==> src/rtl/uart_tx.sv <==
// UART transmitter: accepts a byte over valid/ready and serialises it as 8N1/8N2,
// LSB first, with bit timing derived from the system clock.
module uart_tx #(
    parameter int CLKS_PER_BIT = 5208,
    parameter int STOP_BITS    = 1
) (
    input  logic       clk,
    input  logic       rst,
    input  logic [7:0] data_in,
    input  logic       data_valid,
    output logic       ready,
    output logic       tx,
    output logic       busy,
    output logic       done
);
    localparam int               CNT_W     = $clog2(CLKS_PER_BIT);
    localparam logic [CNT_W-1:0] CNT_MAX   = CNT_W'(CLKS_PER_BIT - 1);
    localparam logic [2:0]       STOP_LAST = 3'(STOP_BITS - 1);

    typedef enum logic [1:0] {IDLE, START, DATA, STOP} state_t;

    state_t           state, state_next;
    logic [CNT_W-1:0] clk_cnt, clk_cnt_next;
    logic [2:0]       bit_cnt, bit_cnt_next;
    logic [7:0]       shift, shift_next;
    logic             tx_next, done_next;
    logic             bit_end;

    // Handshake: a byte moves on a rising edge where ready && data_valid; data_valid while busy is dropped.
    assign ready   = (state == IDLE);
    assign busy    = ~ready;
    assign bit_end = (clk_cnt == CNT_MAX);

    always_ff @(posedge clk or negedge rst) begin
        if (!rst) begin
            state   <= IDLE;
            tx      <= 1'b1;
            done    <= 1'b0;
            clk_cnt <= '0;
            bit_cnt <= '0;
            shift   <= '0;
        end else begin
            state   <= state_next;
            tx      <= tx_next;
            done    <= done_next;
            clk_cnt <= clk_cnt_next;
            bit_cnt <= bit_cnt_next;
            shift   <= shift_next;
        end
    end

    always_comb begin
        state_next   = state;
        tx_next      = tx;
        done_next    = 1'b0;
        clk_cnt_next = clk_cnt;
        bit_cnt_next = bit_cnt;
        shift_next   = shift;
        case (state)
            IDLE: begin
                tx_next      = 1'b1;
                clk_cnt_next = '0;
                bit_cnt_next = '0;
                if (data_valid) begin
                    shift_next = data_in;
                    state_next = START;
                    tx_next    = 1'b0;
                end
            end
            START: begin
                if (bit_end) begin
                    state_next   = DATA;
                    clk_cnt_next = '0;
                    tx_next      = shift[0];
                end else begin
                    clk_cnt_next = clk_cnt + 1'b1;
                end
            end
            DATA: begin
                if (bit_end) begin
                    clk_cnt_next = '0;
                    shift_next   = {1'b0, shift[7:1]};
                    bit_cnt_next = bit_cnt + 3'd1;
                    // tx is registered, so it is loaded with the bit that becomes current next cycle
                    if (bit_cnt == 3'd7) begin
                        state_next = STOP;
                        tx_next    = 1'b1;
                    end else begin
                        tx_next = shift[1];
                    end
                end else begin
                    clk_cnt_next = clk_cnt + 1'b1;
                end
            end
            STOP: begin
                tx_next = 1'b1;
                if (bit_end) begin
                    clk_cnt_next = '0;
                    if (bit_cnt == STOP_LAST) begin
                        state_next   = IDLE;
                        bit_cnt_next = '0;
                        done_next    = 1'b1;
                    end else begin
                        bit_cnt_next = bit_cnt + 3'd1;
                    end
                end else begin
                    clk_cnt_next = clk_cnt + 1'b1;
                end
            end
            default: begin
                state_next = IDLE;
                tx_next    = 1'b1;
            end
        endcase
    end
endmodule

==> config.mk <==
export PLATFORM = sky130hd
export DESIGN_NAME = uart_tx
export DESIGN_NICKNAME = d
export VERILOG_FILES = /design/src/rtl/uart_tx.sv
export SDC_FILE = /design/constraint.sdc
export NUM_CORES = 1
export LEC_CHECK = 0
export ABC_AREA = 1
export BUFFER_PORTS_ARGS = -buffer_cell sky130_fd_sc_hd__buf_2
export CORE_MARGIN = 4
export CORE_UTILIZATION = 45
export DETAILED_ROUTE_END_ITERATION = 10
export PLACE_DENSITY = 0.73
export RECOVER_POWER = 50
export SLEW_MARGIN = 20
export SYNTH_ARGS = -nofsm -noshare
export SYNTH_HDL_FRONTEND = slang
export SYNTH_SLANG_ARGS = --single-unit
export TNS_END_PERCENT = 1
==> constraint.sdc <==
create_clock -name clk -period 2.48 [get_ports clk]
set_clock_uncertainty 0.1 [all_clocks]
set_input_delay 0 -clock clk [delete_from_list [all_inputs] [get_ports clk]]
set_output_delay 0 -clock clk [all_outputs]
set_load 0.005 [all_outputs]
* After elaboration in Yosys (flattened, before gate mapping)
Cells that the tools add are included.
Storage, ports and cells: register bits after elaboration 28, input bits 11, logic and storage cells 53, output and inout bits 4
Operators by class: bitwise logic cells 1, $add $sub $neg 2, reduce and logical (&&, ||, !) cells 9, equal/unequal tests 11, muxes and demuxes 24
Operators with widths (count):
- $pmux 13 s2 | 1
- $mux 8 | 2
- $pmux 8 s2 | 1
- $add 13x1->13 const B | 1
- $eq 13x13->1 const B | 1
- $mux 13 | 1
- $mux 2 | 6
- $ne 2x2->1 const B | 6
- $mux 3 | 3
- $pmux 3 s3 | 1
- $pmux 2 s4 | 1
- $mux 1 | 7
- $reduce_and 3->1 | 2
- $reduce_and 6->1 | 1
- $eq 2x2->1 const B | 2
- $pmux 1 s4 | 1
- $add 3x1->3 const B | 1
- $eq 3x3->1 const B | 1
- $logic_not 3->1 | 1
- $reduce_bool 3->1 | 1
- $reduce_or 3->1 | 1
- $eq 2x1->1 const B | 1
- $logic_not 2->1 | 1
- $reduce_and 2->1 | 1
- 2 further kinds | 2

* Depth between registers and ports, before layout
depth after elaboration 4, depth in mapped cells 9, mapped depth without buffers 9

* Least setup slack after synthesis
Ideal clock, no wire load.
path type register to register, from register state[1], to register state[1], arrival 1.451 ns, buffers on the path 0, clock period less this slack 1.668 ns, stages on the path, launching flop included 9, library setup time 0.117 ns, required time 2.263 ns, setup slack 0.812 ns, cell sequence dfrtp_1 -> inv_1 -> ha_1 -> inv_2 -> nor2_1 -> nor3_1 -> nand2_1 -> nand2_1 -> nand2_1
Between the ends: word-level cells in the longest chain between the ends 3, elaborated cells between the ends (all ways) 12, classes of those cells 9 x eq/ne; 1 x mux; 2 x reduce/logical
RTL lines:
- from (decl) | RTL line 22 | state_t state, state_next;
- from (signal assigned) | RTL line 43 | state <= state_next;
- $logic_not 2->1 *
- named net ready | RTL line 11 | output logic ready,
- $ne 2x2->1 (no line)
- $reduce_and 6->1 (no line)
Mark *: on every way through the listed nets, which the timed path passes. The rest lies on a longest branch. A chain may end at the register's enable or synchronous reset.

* Worst setup path in the final report
from register state[1], to register state[0]
Between the ends: word-level cells in the longest chain between the ends 3, elaborated cells between the ends (all ways) 12, classes of those cells 9 x eq/ne; 1 x mux; 2 x reduce/logical
RTL lines:
- $eq 2x2->1 (tied with other cells) | RTL line 59 | case (state)
- $ne 2x2->1 (no line)
- $reduce_and 6->1 (no line)
Parallel ways exist; a longest one is shown, timed or not.

==> qor.txt <==
DR vias/cell: 4.77
RSZ-0062 raised after global routing: no
Req. time, crit path: 2550 ps
f_max: 535 MHz
Critical Path End Type: flop
Placer Congestion: 0.836
initial DRC count: 79
Slew Limit Fails: 29
Final Hold Violating Endpoints: 0
failing checks: capacitance limit, slew limit
reg2reg path depth: 8
post_cts resized: 0
Routed Antenna Nets: 0
critical path arrival: 1940 ps
Final setup violation count: 0
max-cap viol count: 1
# IOs: 15
CP peak stage delay: 440 ps
post-synthesis sequential area ratio: 0.425
post-synthesis area per instance: 7.40 sq um
R2R setup slack: 610 ps
Core Box Area: 3440 sq um
DR pass1 iterations: 4
DR vias: 1416
starting density of the core: 0.479
hpwl dp: 2.49 mm
Tmin final: 1870 ps
synth unique cells: 23
slowest stage cell, crit path: dfrtp_1
largest net degree at the start of global routing: 29
crit-path cells: inv_1, ha_1, inv_2, nor2_1, nor3_1, nand2_1, nand2_1, nand2_1
min-delay src: shift[6]
ys async rst share: 1.00
most common cell in the netlist: nand2_1
GRT Util Overall: 0.175
gr ovfl total: 0
initial antenna violation count: 0
worst reg2reg endpoint: state[0]
Min Hold Slack: 383 ps
Worst Hold Path Cells: 2
Port Buffers: 14
drc violations: 0
wire per inst: 11.5 um
Layout area overhead: 16.5%
Final period util: 0.753
final sum of negative setup slack: 0 ps
# H-tree levels: 1
type of origin of the critical path: flop
Power Density: 952 nW/um^2
area share of the largest cell type after synthesis: 0.409
share of cells above drive strength 1: 0.108
post-synth design cell area: 1650 sq um
Root Driver: clkbuf_8
dpl ws: 644 ps
cell taking the most area after synthesis: dfrtp_1
CTS max path bufs: 2
Clock Latency Late Sink: 270 ps
leakage power: 0.000964 uW
first-pass GRT wire length: 6.28 mm
Slew @ Worst Pin: 1520 ps
VDD IR max: 490 uV
most frequent cells after synthesis: nand2_1, nor2_1, dfrtp_1
Area contributors post-synth: dfrtp_1, nand2_1, nor2_1
antenna diode count: 0
Post-Route WL: 3.41 mm
vias in the first global route: 1461
worst-path fanout max: 7
count of state elements after synthesis: 28
fillers: 331
row count: 21
Reg clk slew, reported paths: 90 ps
Synthesis Warnings: 0
most frequent CP cell: nand2_1
total CTS buffers: 3
Synth Instances: 223
Clock Sinks: 28
ys flop type: dfrtp_1
Die X: 68.6 um
Hold Path Class: flop to flop
outcome: finished with violations
setup ws final: 612 ps
Post-Syn Nets: 243
number of synthesized flops with an enable pin: 0
Die Ht: 68.6 um
CTS tree: done
number of nets in the layout: 272
critical path type: flop to flop
die area: 4700 sq um
RR Startpoint: state[1]
Worst slew margin: -0.0110
Hold Path End: shift[6]
==> routing by layer <==
metal	global-route usage	share of wire	vias to the layer above
met5	0	0	-
met4	0.0620	0.015	0
met3	0.0276	0.048	5
met2	0.298	0.45	33
met1	0.224	0.49	627
li1	-	-	751
==> cell usage in the layout (no fill, tap or decap), drive strengths merged <==
master and n:
nand2 80, nor2 37, dfrtp 27, nand3 25, inv 24, buf 12
dlygate4sd3 10, ha 9, clkbuf 7, xor2 5, nand4 3, nor3 3
a21oi 3, o21ai 2, xnor2 1, nor3b 1, or2 1, dfstp 1
==> where the power goes <==
part,internal (uW),switching (uW)
sequential,595,99.4
clock,115,140
combinational,317,563
==> logic make-up (layout without fill, tap and decap cells) <==
kind of cell | count (synthesis) | count (layout) | synth area share
and+or+nand+nor | 150 | 150 | 0.395
DFF | 28 | 28 | 0.425
buffers and inverters | 25 | 53 | 0.0576
adders and majority gates | 9 | 9 | 0.0682
xor gates and xnor gates | 6 | 6 | 0.0318
AOI/OAI and AO/OA | 5 | 5 | 0.0220
==> layout make-up <==
| type | count | area, sq um | share of cell area |
|---|---|---|---|
| clock buffers | 4 | 45.0 | 0.0234 |
| inverters | 24 | 90.1 | 0.0469 |
| multi-input cells | 170 | 853 | 0.444 |
| flip-flops and latches | 28 | 702 | 0.365 |
| well taps | 46 | 57.6 | 0.0299 |
| repair buffers | 25 | 174 | 0.0905 |
==> how the worst max path moves through the flow <==
stage / slack (ps) / from / cells past startpoint / end
global placement: 710 / state[0] / 8 / state[0]
finish: 610 / state[1] / 8 / state[0]
detailed placement: 640 / state[1] / 8 / state[0]
floorplan: 810 / state[1] / 8 / state[1]
CTS: 620 / state[1] / 8 / state[0]
global route: 430 / state[1] / 8 / state[0]
==> flip-flops by register name (all words and copies together), names as in the netlist <==
register,count
done,1
bit_cnt,3
state,2
clk_cnt,13
tx,1
shift,8
==> repair_timing <==
item	CTS	global route
endpoints found under the hold margin	36	0
hold buffers	10	0
setup buffers	0	0
setup endpoints to repair	0	0
==> metrics by stage <==
stage	utilization	instances	area (sq um)	power [uW]
2_1_floorplan	-	223	1650	1350
3_3_place_gp	0.517	283	1780	1550
3_5_place_dp	0.517	283	1780	1580
4_1_cts	0.559	297	1930	1850
5_1_grt	0.558	297	1920	2030
6_report	0.558	297	1920	1830
==> critical path, delay by kind of cell, from the launching register on <==
kind                       cells  cell delay, ps
buffers and inverters          2             280
adders and majority gates      1             310
DFF                            1             440
and+or+nand+nor                5             630
(Power assumes the default switching activity.)
